<file path="config.mk">
export PLATFORM = sky130hd
export DESIGN_NAME = alu_exec_sequencer
export DESIGN_NICKNAME = d
export VERILOG_FILES = /design/src/rtl/alu_seq_pkg.sv /design/src/rtl/arm_cond_eval.sv /design/src/rtl/alu_exec_sequencer.sv
export SDC_FILE = /design/constraint.sdc
export NUM_CORES = 1
export LEC_CHECK = 0
export CAP_MARGIN = 20
export CORE_ASPECT_RATIO = 1.1
export CORE_MARGIN = 4
export CORE_UTILIZATION = 35
export DETAILED_ROUTE_END_ITERATION = 12
export GPL_TIMING_DRIVEN = 0
export HOLD_SLACK_MARGIN = 0.15
export PLACE_DENSITY = 0.78
export SLEW_MARGIN = 20
export SYNTH_ARGS = -nofsm -noshare
export SYNTH_HDL_FRONTEND = slang
export SYNTH_SLANG_ARGS = --single-unit
</file>
<file path="constraint.sdc">
create_clock -name clk -period 3.38 [get_ports clk]
set_clock_uncertainty 0.05 [all_clocks]
set_input_delay 1.014 -clock clk [delete_from_list [all_inputs] [get_ports clk]]
set_output_delay 1.014 -clock clk [all_outputs]
set_load 0.005 [all_outputs]
</file>
<file path="src/rtl/alu_seq_pkg.sv">
// rtl/alu_seq_pkg.sv - shared states, opcode and condition encodings for alu_exec_sequencer
package alu_seq_pkg;

  typedef enum logic [1:0] {
    S_IDLE = 2'd0,
    S_COND = 2'd1,
    S_EXEC = 2'd2,
    S_WB   = 2'd3
  } seq_state_t;

  localparam int FLAG_N = 3;
  localparam int FLAG_Z = 2;
  localparam int FLAG_C = 1;
  localparam int FLAG_V = 0;

  localparam logic [3:0] ARM_AND = 4'b0000;
  localparam logic [3:0] ARM_EOR = 4'b0001;
  localparam logic [3:0] ARM_SUB = 4'b0010;
  localparam logic [3:0] ARM_RSB = 4'b0011;
  localparam logic [3:0] ARM_ADD = 4'b0100;
  localparam logic [3:0] ARM_ADC = 4'b0101;
  localparam logic [3:0] ARM_SBC = 4'b0110;
  localparam logic [3:0] ARM_RSC = 4'b0111;
  localparam logic [3:0] ARM_TST = 4'b1000;
  localparam logic [3:0] ARM_TEQ = 4'b1001;
  localparam logic [3:0] ARM_CMP = 4'b1010;
  localparam logic [3:0] ARM_CMN = 4'b1011;
  localparam logic [3:0] ARM_ORR = 4'b1100;
  localparam logic [3:0] ARM_MOV = 4'b1101;
  localparam logic [3:0] ARM_BIC = 4'b1110;
  localparam logic [3:0] ARM_MVN = 4'b1111;

  localparam logic [4:0] ALU_OP_MOV = 5'b10000;

  localparam logic [3:0] COND_EQ = 4'b0000;
  localparam logic [3:0] COND_NE = 4'b0001;
  localparam logic [3:0] COND_CS = 4'b0010;
  localparam logic [3:0] COND_CC = 4'b0011;
  localparam logic [3:0] COND_MI = 4'b0100;
  localparam logic [3:0] COND_PL = 4'b0101;
  localparam logic [3:0] COND_VS = 4'b0110;
  localparam logic [3:0] COND_VC = 4'b0111;
  localparam logic [3:0] COND_HI = 4'b1000;
  localparam logic [3:0] COND_LS = 4'b1001;
  localparam logic [3:0] COND_GE = 4'b1010;
  localparam logic [3:0] COND_LT = 4'b1011;
  localparam logic [3:0] COND_GT = 4'b1100;
  localparam logic [3:0] COND_LE = 4'b1101;
  localparam logic [3:0] COND_AL = 4'b1110;
  localparam logic [3:0] COND_NV = 4'b1111;

  // Every ARM opcode maps straight through except MOV, which uses the ALU's B-bypass op.
  function automatic logic [4:0] map_alu_op(input logic [3:0] op);
    return (op == ARM_MOV) ? ALU_OP_MOV : {1'b0, op};
  endfunction

  // TST/TEQ/CMP/CMN occupy 10xx.
  function automatic logic is_compare(input logic [3:0] op);
    return (op[3:2] == 2'b10);
  endfunction

  // Arithmetic ops take all four flags from the ALU; logical ops keep V and use the shifter carry.
  function automatic logic is_arith(input logic [3:0] op);
    return (op inside {ARM_SUB, ARM_RSB, ARM_ADD, ARM_ADC, ARM_SBC, ARM_RSC, ARM_CMP, ARM_CMN});
  endfunction

endpackage

</file>
<file path="src/rtl/arm_cond_eval.sv">
// rtl/arm_cond_eval.sv - ARM condition-field evaluation against NZCV flags
module arm_cond_eval
  import alu_seq_pkg::*;
(
  input  logic [3:0] cond_i,
  input  logic [3:0] flags_i,
  output logic       pass_o
);

  logic n, z, c, v;
  assign n = flags_i[FLAG_N];
  assign z = flags_i[FLAG_Z];
  assign c = flags_i[FLAG_C];
  assign v = flags_i[FLAG_V];

  // Decode the condition field; NV never passes.
  always_comb begin
    pass_o = 1'b0;
    case (cond_i)
      COND_EQ: pass_o = z;
      COND_NE: pass_o = !z;
      COND_CS: pass_o = c;
      COND_CC: pass_o = !c;
      COND_MI: pass_o = n;
      COND_PL: pass_o = !n;
      COND_VS: pass_o = v;
      COND_VC: pass_o = !v;
      COND_HI: pass_o = c && !z;
      COND_LS: pass_o = !c || z;
      COND_GE: pass_o = (n == v);
      COND_LT: pass_o = (n != v);
      COND_GT: pass_o = !z && (n == v);
      COND_LE: pass_o = z || (n != v);
      COND_AL: pass_o = 1'b1;
      default: pass_o = 1'b0;
    endcase
  end

endmodule

</file>
<file path="src/rtl/alu_exec_sequencer.sv">
// rtl/alu_exec_sequencer.sv - sequences one ARM data-processing op through the ALU and owns CPSR
module alu_exec_sequencer
  import alu_seq_pkg::*;
#(
  parameter int DW = 32,
  parameter int RW = 4
) (
  input  logic          clk,
  input  logic          reset,
  input  logic          CMD_VALID,
  output logic          CMD_READY,
  input  logic [3:0]    CMD_COND,
  input  logic [3:0]    CMD_OPCODE,
  input  logic          CMD_S,
  input  logic [RW-1:0] CMD_RD,
  input  logic [DW-1:0] CMD_A,
  input  logic [DW-1:0] CMD_B,
  input  logic          CMD_SHIFT_C,
  output logic [DW-1:0] ALU_A,
  output logic [DW-1:0] ALU_B,
  output logic [4:0]    ALU_OP,
  output logic          ALU_S,
  output logic          ALU_OUT_EN,
  output logic [3:0]    ALU_FLAGS_IN,
  input  logic [DW-1:0] ALU_RESULT,
  input  logic [3:0]    ALU_FLAGS_OUT,
  output logic          RF_WE,
  output logic [RW-1:0] RF_WADDR,
  output logic [DW-1:0] RF_WDATA,
  output logic [3:0]    CPSR,
  output logic          DONE,
  output logic          SKIPPED
);

  seq_state_t    state_q, state_d;
  logic [3:0]    cpsr_q, cpsr_d;
  logic [3:0]    cond_q, op_q;
  logic          s_q, shc_q;
  logic [RW-1:0] rd_q;
  logic [DW-1:0] a_q, b_q;
  logic          cond_pass;

  arm_cond_eval u_cond (
    .cond_i  (cond_q),
    .flags_i (cpsr_q),
    .pass_o  (cond_pass)
  );

  // State and flags register.
  always_ff @(posedge clk or posedge reset) begin
    if (reset) begin
      state_q <= S_IDLE;
      cpsr_q  <= 4'b0000;
    end else begin
      state_q <= state_d;
      cpsr_q  <= cpsr_d;
    end
  end

  // Command capture on the accepting handshake edge.
  always_ff @(posedge clk or posedge reset) begin
    if (reset) begin
      cond_q <= '0;
      op_q   <= '0;
      s_q    <= 1'b0;
      shc_q  <= 1'b0;
      rd_q   <= '0;
      a_q    <= '0;
      b_q    <= '0;
    end else if (CMD_VALID && CMD_READY) begin
      cond_q <= CMD_COND;
      op_q   <= CMD_OPCODE;
      s_q    <= CMD_S;
      shc_q  <= CMD_SHIFT_C;
      rd_q   <= CMD_RD;
      a_q    <= CMD_A;
      b_q    <= CMD_B;
    end
  end

  assign CPSR         = cpsr_q;
  assign ALU_FLAGS_IN = cpsr_q;

  // Next-state, ALU drive, writeback and flag-update decode.
  always_comb begin
    state_d    = state_q;
    cpsr_d     = cpsr_q;
    CMD_READY  = 1'b0;
    ALU_A      = '0;
    ALU_B      = '0;
    ALU_OP     = '0;
    ALU_S      = 1'b0;
    ALU_OUT_EN = 1'b0;
    RF_WE      = 1'b0;
    RF_WADDR   = '0;
    RF_WDATA   = '0;
    DONE       = 1'b0;
    SKIPPED    = 1'b0;
    case (state_q)
      S_IDLE: begin
        CMD_READY = 1'b1;
        if (CMD_VALID) state_d = S_COND;
      end
      S_COND: begin
        if (cond_pass) begin
          state_d = S_EXEC;
        end else begin
          DONE    = 1'b1;
          SKIPPED = 1'b1;
          state_d = S_IDLE;
        end
      end
      S_EXEC: begin
        ALU_A      = a_q;
        ALU_B      = b_q;
        ALU_OP     = map_alu_op(op_q);
        ALU_S      = 1'b1;
        ALU_OUT_EN = 1'b1;
        state_d    = S_WB;
      end
      S_WB: begin
        ALU_A      = a_q;
        ALU_B      = b_q;
        ALU_OP     = map_alu_op(op_q);
        ALU_S      = 1'b1;
        ALU_OUT_EN = 1'b1;
        DONE       = 1'b1;
        if (!is_compare(op_q)) begin
          RF_WE    = 1'b1;
          RF_WADDR = rd_q;
          RF_WDATA = ALU_RESULT;
        end
        if (s_q || is_compare(op_q)) begin
          if (is_arith(op_q)) begin
            cpsr_d = ALU_FLAGS_OUT;
          end else begin
            cpsr_d = {ALU_FLAGS_OUT[FLAG_N], ALU_FLAGS_OUT[FLAG_Z], shc_q, cpsr_q[FLAG_V]};
          end
        end
        state_d = S_IDLE;
      end
      default: state_d = S_IDLE;
    endcase
  end

endmodule

</file>
Word level (Yosys, flattened, before mapping). Index checks and enable logic that the tools add are counted.

Equal/unequal tests: 30. Mux-type cells: 20. Reduce and logical (&&, ||, !) cells: 16.

Operator list (count): $mux 32 (4); $eq 4x4->1 const B (10); $eq 4x3->1 const B (8); $eq 4x2->1 const B (4); $pmux 1 s15 (1); $mux 5 (2); $mux 4 (2); $pmux 2 s4 (1); $reduce_bool 8->1 (1); $eq 2x2->1 const B (3); $mux 1 (6); $mux 2 (3); $eq 4x1->1 const B (1); $logic_not 1->1 (4); $logic_not 4->1 (1); $logic_and 1x1->1 (3); $logic_or 1x1->1 (3); $reduce_and 3->1 (1); $eq 2x1->1 const B (1); $logic_not 2->1 (1); $ne 2x2->1 const B (1); $pmux 1 s2 (1); $reduce_and 2->1 (1); $reduce_or 2->1 (1); other kinds (2) (2).

Register bits: 84. Input bits: 117. Output and inout port bits: 119. Word-level logic and storage cells: 76.

Longest topological paths before layout.
Depth after elaboration: 5. Gate-level depth with buffers: 6. Mapped depth without buffers: 4.

By module. A second synthesis with hierarchy kept.

Cell total of the unflattened synthesis: 346. Area, all modules: 4215.3 µm².

Modules (own cells, without submodules): alu_exec_sequencer (instances 1, cells each 318, area each 4021.4 µm², seq. area each 2102.0 µm²); arm_cond_eval (instances 1, cells each 28, area each 193.9 µm², seq. area each 0.0 µm²).

Worst setup path after synthesis. No wires, ideal clock.

Kind: reg-to-output. Start point: reg cpsr_q[3], in the netlist ALU_FLAGS_IN[3]. End point: out DONE. Arrival time: 1392 ps. Data required time: 2316 ps. Path slack: 924 ps. Cell stages (with the launch flop): 5. Buffers on the path: 0. Path through: dfrtp_1 -> xor2_1 -> nand3b_1 -> a32o_1 -> o41ai_1.

Cells in the longest elaborated chain, start to end: 5. Elaborated cells on any way between the ends: 8. Classes of those cells: 2 x eq/ne; 3 x mux; 3 x reduce/logical.

Ends and longest elaborated chain: start: declaration (line alu_exec_sequencer.sv:36) `logic [3:0] cpsr_q, cpsr_d;`; start signal: assignment (line alu_exec_sequencer.sv:56) `cpsr_q <= cpsr_d;`; $ne 1x1->1 or $eq 1x1->1 (tied branches); $logic_or 1x1->1 or $logic_and 1x1->1 (tied branches) (line arm_cond_eval.sv:33, arm_cond_eval.sv:32); $pmux 1 s15 (*) (line arm_cond_eval.sv:19) `case (cond_i)`; $mux 1 (*) (line alu_exec_sequencer.sv:105) `if (cond_pass) begin`; $pmux 1 s2 (*) (line alu_exec_sequencer.sv:99) `case (state_q)`; end: declaration (line alu_exec_sequencer.sv:31) `output logic DONE,`.

Mark *: on every way between the ends. The rest lies on a longest branch, timed or not.

==> impl_metrics.csv <==
group,metric,value,unit
yosys,synth_area_leader_cell,"dfrtp_1",
job,cap_violations,0,
worst_setup_path,critPathRequiredTime,2320,ps
die,num_rows,41,
detailed_routing,drt_pass1_iterations,4,
cts,cts_tree,"yes",
worst_setup_path,critical_path.slowest_cell,"clkdlybuf4s50_1",
placed_design,placed_cells,739,
die,die_area,13600,µm²
die,start_util,0.359,
placed_design,finalWeightedCongestion,0.829,
final_layout,final_core_util,0.610,
yosys,yosys_warnings,0,
placed_design,portBuffers,235,
detailed_routing,ant_nets,0,
global_route,grt_overflow,0,
timing,setup-violations-final,0,
worst_setup_path,cp-start-kind,"register",
final_layout,fin_area,7010,µm²
detailed_routing,drc,0,
detailed_routing,routedWlPerCell,17.0,µm
global_route,grt_pass1_wl,20.2,mm
detailed_routing,wl,12.8,mm
yosys,syn_inst,353,
yosys,synth_seq_area_share,0.509,
timing,rsz0062_at_grt,"false",
cts,cts_setup_buffers,0,
timing,fmax,0.306,GHz
timing,relSlewSlack,0.690,
placed_design,postPlaceCellArea,6700,µm²
final_layout,antenna_cells,0,
timing,fin_crit,3270,ps
final_layout,multi_input_area,1890,µm²
final_layout,post_route_cells_drive_above_1_share,0.205,
timing,maxSlewViolCount,0,
cts,cts_max_level,3,
cts,cts_buffers,9,
yosys,netlist_top_cells_count,"102 x and2_1, 84 x dfrtp_1, 80 x mux2_2",
yosys,synthesis.nets,470,
cts,cts_num_sinks,84,
cts,cts_root_buf,"clkbuf_16",
die,die_h,122,µm
final_layout,areaGrowthSynthToFinish,69.7,%
outcome,status,"finished, final reports clean",
yosys,syn-cell-area,4130,µm²
worst_setup_path,critPathArrivalTime,2210,ps
yosys,async_flop_share,1.00,
yosys,synthFlopType,"dfrtp_1",
yosys,synthTopCellsByArea,"dfrtp_1 51%, mux2_2 22%, and2_1 15%",
timing,hold_viol,0,
final_layout,nets,717,
cts,clock_latency,330,ps
cts,clk_pin_slew,60,ps
yosys,synth_cell_types,27,
final_layout,fin_cells,755,
power,power_density,782,nW/µm²
worst_setup_path,critical_path_class,"register to primary output",
global_route,grtUsageTotal,0.188,
die,die_w,112,µm
timing,worst_slew_pin_slew,464,ps
worst_setup_path,setup.worst_path.end_class,"primary output",
yosys,synth.most_common_cell,"and2_1",
global_route,grt_pass1_vias,3856,
worst_setup_path,crit_fanout,10,
worst_setup_path,cpPeakStageDelay,510,ps
power,p_leak,0.00287,µW
cts,postCtsHoldBufs,0,
global_route,antenna_found_initial,0,
die,io_pins,236,
die,core_area,11500,µm²
yosys,yosysTopAreaCellShare,0.509,
placed_design,hpwlAfterDp,10.2,mm
final_layout,nFillCells,944,
detailed_routing,drtIter0Drc,76,
detailed_routing,viasPerCell,4.66,
global_route,grt_max_degree,55,
worst_hold_path,worstHoldPathType,"register to register",
power,ir_drop,0.354,mV
yosys,syn_area_per_cell,11.7,µm²
yosys,synth_edf_count,0,
yosys,ys_ff_latch,84,
detailed_routing,vias,3519,
cts,clk_path_buf_depth,2,
timing,fin_crit_sh,0.967,
worst_setup_path,path_cells,"buf_4 > nand2_1 > nor2_4 > clkbuf_2 > and2_1 > clkdlybuf4s50_1",
final_layout,regArea,2100,µm²
[registers in the layout, indices dropped and copies added, names as in the netlist, named ones only]
name / flops
s_q: 1
cond_q: 4
b_q: 32
op_q: 4
state_q: 1
shc_q: 1
a_q: 32
ALU_FLAGS_IN: 4
rd_q: 4
[report_power, final]
group	internal [µW]	leakage, µW	total [µW]	switching [µW]
clock	512	0.000135	894	381
combinational	1760	0.00175	2770	1010
sequential	1520	0.000988	1820	295
[cells by family after synthesis]
family | after synthesis | share of synthesized area
buf+inv | 33 | 0.0391
compound gates | 15 | 0.0245
xor+xnor | 1 | 0.00212
mux | 85 | 0.230
simple gates | 135 | 0.195
flops | 84 | 0.509
[per-stage QoR]
stage	setup TNS, ps	worst slack, ps	hold slack [ps]	total power [µW]
2_1_floorplan	0	151	416	3150
3_3_place_gp	-104270	-1250	430	4500
3_5_place_dp	-70.7	-27.4	437	4610
4_1_cts	0	12.2	450	5550
5_1_grt	0	12.1	461	5860
6_report	0	111	445	5480
[layer usage]
layer | vias up | track usage | routed length [µm] | share of wire
met2 | 158 | 0.349 | 6830 | 0.53
met1 | 1683 | 0.201 | 4630 | 0.36
met4 | 0 | 0.0646 | 192 | 0.015
li1 | 1662 | - | - | -
met3 | 16 | 0.0641 | 1180 | 0.092
met5 | - | 0 | 0 | 0
[cell type report]
type	count	share of cell area
buffer	29	0.0221
tap	150	0.0268
clock buffer	11	0.0346
timing repair buffer	236	0.340
multi-input combinational	236	0.270
sequential	84	0.300
clock inverter	5	0.00393
inverter	4	0.00250
[timing repair]
item	4_1_cts	5_1_grt
setup endpoints to repair	39	1
pin swaps	1	1
gates resized for setup	10	5
[cells in the final DEF (no fill, tap or decap)]
cell             Yosys  final
clkdlybuf4s50_1      0    233
and2_1             102    102
dfrtp_1             84     82
mux2_2              80     80
nand2_1             12     12
buf_2               11      9
clkbuf_1            11      9
clkbuf_16            0      9
buf_4                6      7
nor2_1               7      6
nor2b_1              7      6
mux2i_1              5      5
clkbuf_2             1      4
a21oi_1              4      4
clkinv_2             0      4
inv_1                4      3
o21ai_0              3      3
dfrtp_2              0      2
nand3b_1             2      2
a31oi_1              2      2
nand2b_1             2      2
o21bai_1             1      1
clkbuf_4             0      1
xor2_2               0      1
nor2b_2              0      1
a32o_1               1      1
nor4b_1              1      1
nand4b_1             1      1
a21boi_1             0      1
o2bb2ai_1            1      1
o41a_1               1      1
nor2_4               0      1
nor4_2               0      1
o41ai_1              1      1
inv_4                0      1
clkbuf_8             0      1
clkinvlp_4           0      1
buf_16               0      1
dlygate4sd2_1        0      1
dlymetal6s2s_1       0      1
[critical path, delay by kind of cell (launching register included)]
| family | cells | cell delay, ps |
|---|---|---|
| simple gates | 3 | 590 |
| buf+inv | 3 | 940 |
| flops | 1 | 350 |
[final timing paths]
path	endpoint	startpoint	depth (start not counted)	slack (ps)
setup / recovery	RF_WDATA[8]	register	6	110
hold / removal	rd_q[0]$_DFFE_PP0P_	rd_q[0]$_DFFE_PP0P_	1	440
setup reg to reg	a_q[22]$_DFFE_PP0P_	state_q[0]$_DFFE_PP0P_	5	1560
hold reg to reg	rd_q[0]$_DFFE_PP0P_	rd_q[0]$_DFFE_PP0P_	1	440
max in group asynchronous	a_q[31]$_DFFE_PP0P_	reset	3	1680
min in group asynchronous	b_q[5]$_DFFE_PP0P_	reset	2	980
Power figures use the tool's default switching activity.
==> RTL edit: new RTL, same settings <==
The parameter `DW` goes from 32 to 16.
--- a/src/rtl/alu_exec_sequencer.sv
+++ b/src/rtl/alu_exec_sequencer.sv
@@ -2,7 +2,7 @@
 module alu_exec_sequencer
   import alu_seq_pkg::*;
 #(
-  parameter int DW = 32,
+  parameter int DW = 16,
   parameter int RW = 4
 ) (
   input  logic          clk,
Interface: changed (6 resized); port bits go from 236 to 140. No check against the original RTL was run, so the function may have changed too.
==> RTL edit against the unedited design <==
  * Non-clock buffer count down 103
  * Wire length down 45%
  * Cell area fell by 39%
  * Total power decreased by 39%
  * Critical path depth shrank 3
  * Setup slack gained 99 ps
  * Area after synthesis shrank 36%
  * Cell count down 39%
  * Sequential cell count is 32 lower
  * Critical path type is now in -> out
==> RTL edit: results (changes against the unedited design) <==
[metrics] Iteration-0 DRC Markers: 69 (-9.2%)
[metrics] RD Place Congestion: 0.853 (+2.9%)
[metrics] Post-DP Area: 0.00416 sq mm (-38%)
[metrics] area fraction in compound gates after synthesis: 3.18% (+0.72 points)
[metrics] number of distinct standard cells referenced by the synthesized netlist: 34 (+26%)
[metrics] measured slew at the worst slew-check pin: 505 ps (+40.2 ps)
[metrics] outcome: completed
[metrics] depth of the CTS H-tree: 2 (-1)
[metrics] Leak Pwr: 0.00175 uW (-39%)
[metrics] share of synthesized area occupied by flip-flops and latches: 49.3% (-1.6 points)
[metrics] clock network latency to the later pin of the worst-skew pair: 290 ps (-40 ps)
[metrics] DP Worst Slack: 185 ps (+212 ps)
[metrics] count of input and output buffers: 139 (-41%)
[metrics] share of synthesized area spent on multiplexers: 22.4% (-0.60 points)
[metrics] Synth Area in XOR/XNOR: 0.996% (+0.78 points)
[metrics] met1 usage in global routing: 19.6% (-0.44 points)
[metrics] IR Drop Worst-Case VDD: 0.000380 V (+7.3%)
[metrics] top cell types by occurrence after synthesis: sky130_fd_sc_hd__and2_1, sky130_fd_sc_hd__dfrtp_1, sky130_fd_sc_hd__mux2_2
[metrics] clock tree root buffer cell: sky130_fd_sc_hd__clkbuf_8
[metrics] number of buffers inserted by post-CTS setup repair: 3 (+3)
[metrics] pin count of the biggest net entering global routing: 32 (-42%)
[metrics] number of gates resized after cts: 7 (-3)
[metrics] proportion of layout cells with a drive suffix above 1: 21.5% (+1.0 points)
[metrics] post-CTS clock slew at the launch and capture registers of the worst setup and hold paths: 90 ps (+30 ps)
[metrics] net count after synthesis: 296 (-37%)
[metrics] GR Layer Usage met3: 4.66% (-1.8 points)
[metrics] placed wire-length estimate: 5520 microns (-46%)
[metrics] vias in the first global route: 2,233 (-42%)
[metrics] wire length of the first global-routing pass: 11,600 microns (-43%)
[metrics] total track usage: 15.9% (-2.9 points)
## RTL edit: changes by cell type after synthesis, sizes merged, moves of 3 or more
cell / before / now
and2: 102 / 54
dfrtp: 84 / 52
mux2: 80 / 49
buf: 17 / 12
nand2: 12 / 7
clkbuf: 12 / 8
nor2b: 7 / 3
a21oi: 4 / 7
inv: 4 / 1
## RTL edit: final timing paths
check	cells past startpoint	startpoint	slack, ps	end
hold / removal	1	a_q[6]$_DFFE_PP0P_	450	a_q[6]$_DFFE_PP0P_
setup reg to reg	5	register	1550	b_q[7]$_DFFE_PP0P_
min in group asynchronous	2	reset	1010	a_q[7]$_DFFE_PP0P_
setup / recovery	3	ALU_RESULT[1]	210	RF_WDATA[1]
hold reg to reg	1	a_q[6]$_DFFE_PP0P_	450	a_q[6]$_DFFE_PP0P_
max in group asynchronous	3	reset	1720	ALU_FLAGS_IN[0]$_DFFE_PP0P_
## RTL edit: power by group
group	switching (uW)	leakage (uW)	internal [uW]	total, uW
clock	192	0.0000410	141	333
combinational	650	0.00110	1210	1860
sequential	222	0.000611	945	1170
total	1060	0.00175	2300	3360
## RTL edit: final cells by class
type,instances,area [sq um]
buffer,19,105
inverter,1,3.75
sequential,52,1310
fill,601,2900
clock buffer,6,72.6
timing repair buffer,143,1430
tap,85,106
clock inverter,1,5.00
multi-input combinational,154,1240
## RTL edit: per-layer routing
layer / part of all wire (%) / vias up
met1: 42 / 1029
met2: 51 / 69
li1: - / 1053
met5: 0 / -
met3: 6.7 / 2
met4: 0.31 / 0
## RTL edit: cell families (layout without fill, tap and decap cells)
logic type | after synthesis | in the layout
buf+inv | 21 | 170
xor+xnor | 3 | 3
flops | 52 | 52
mux | 53 | 53
simple gates | 84 | 84
compound gates | 14 | 14
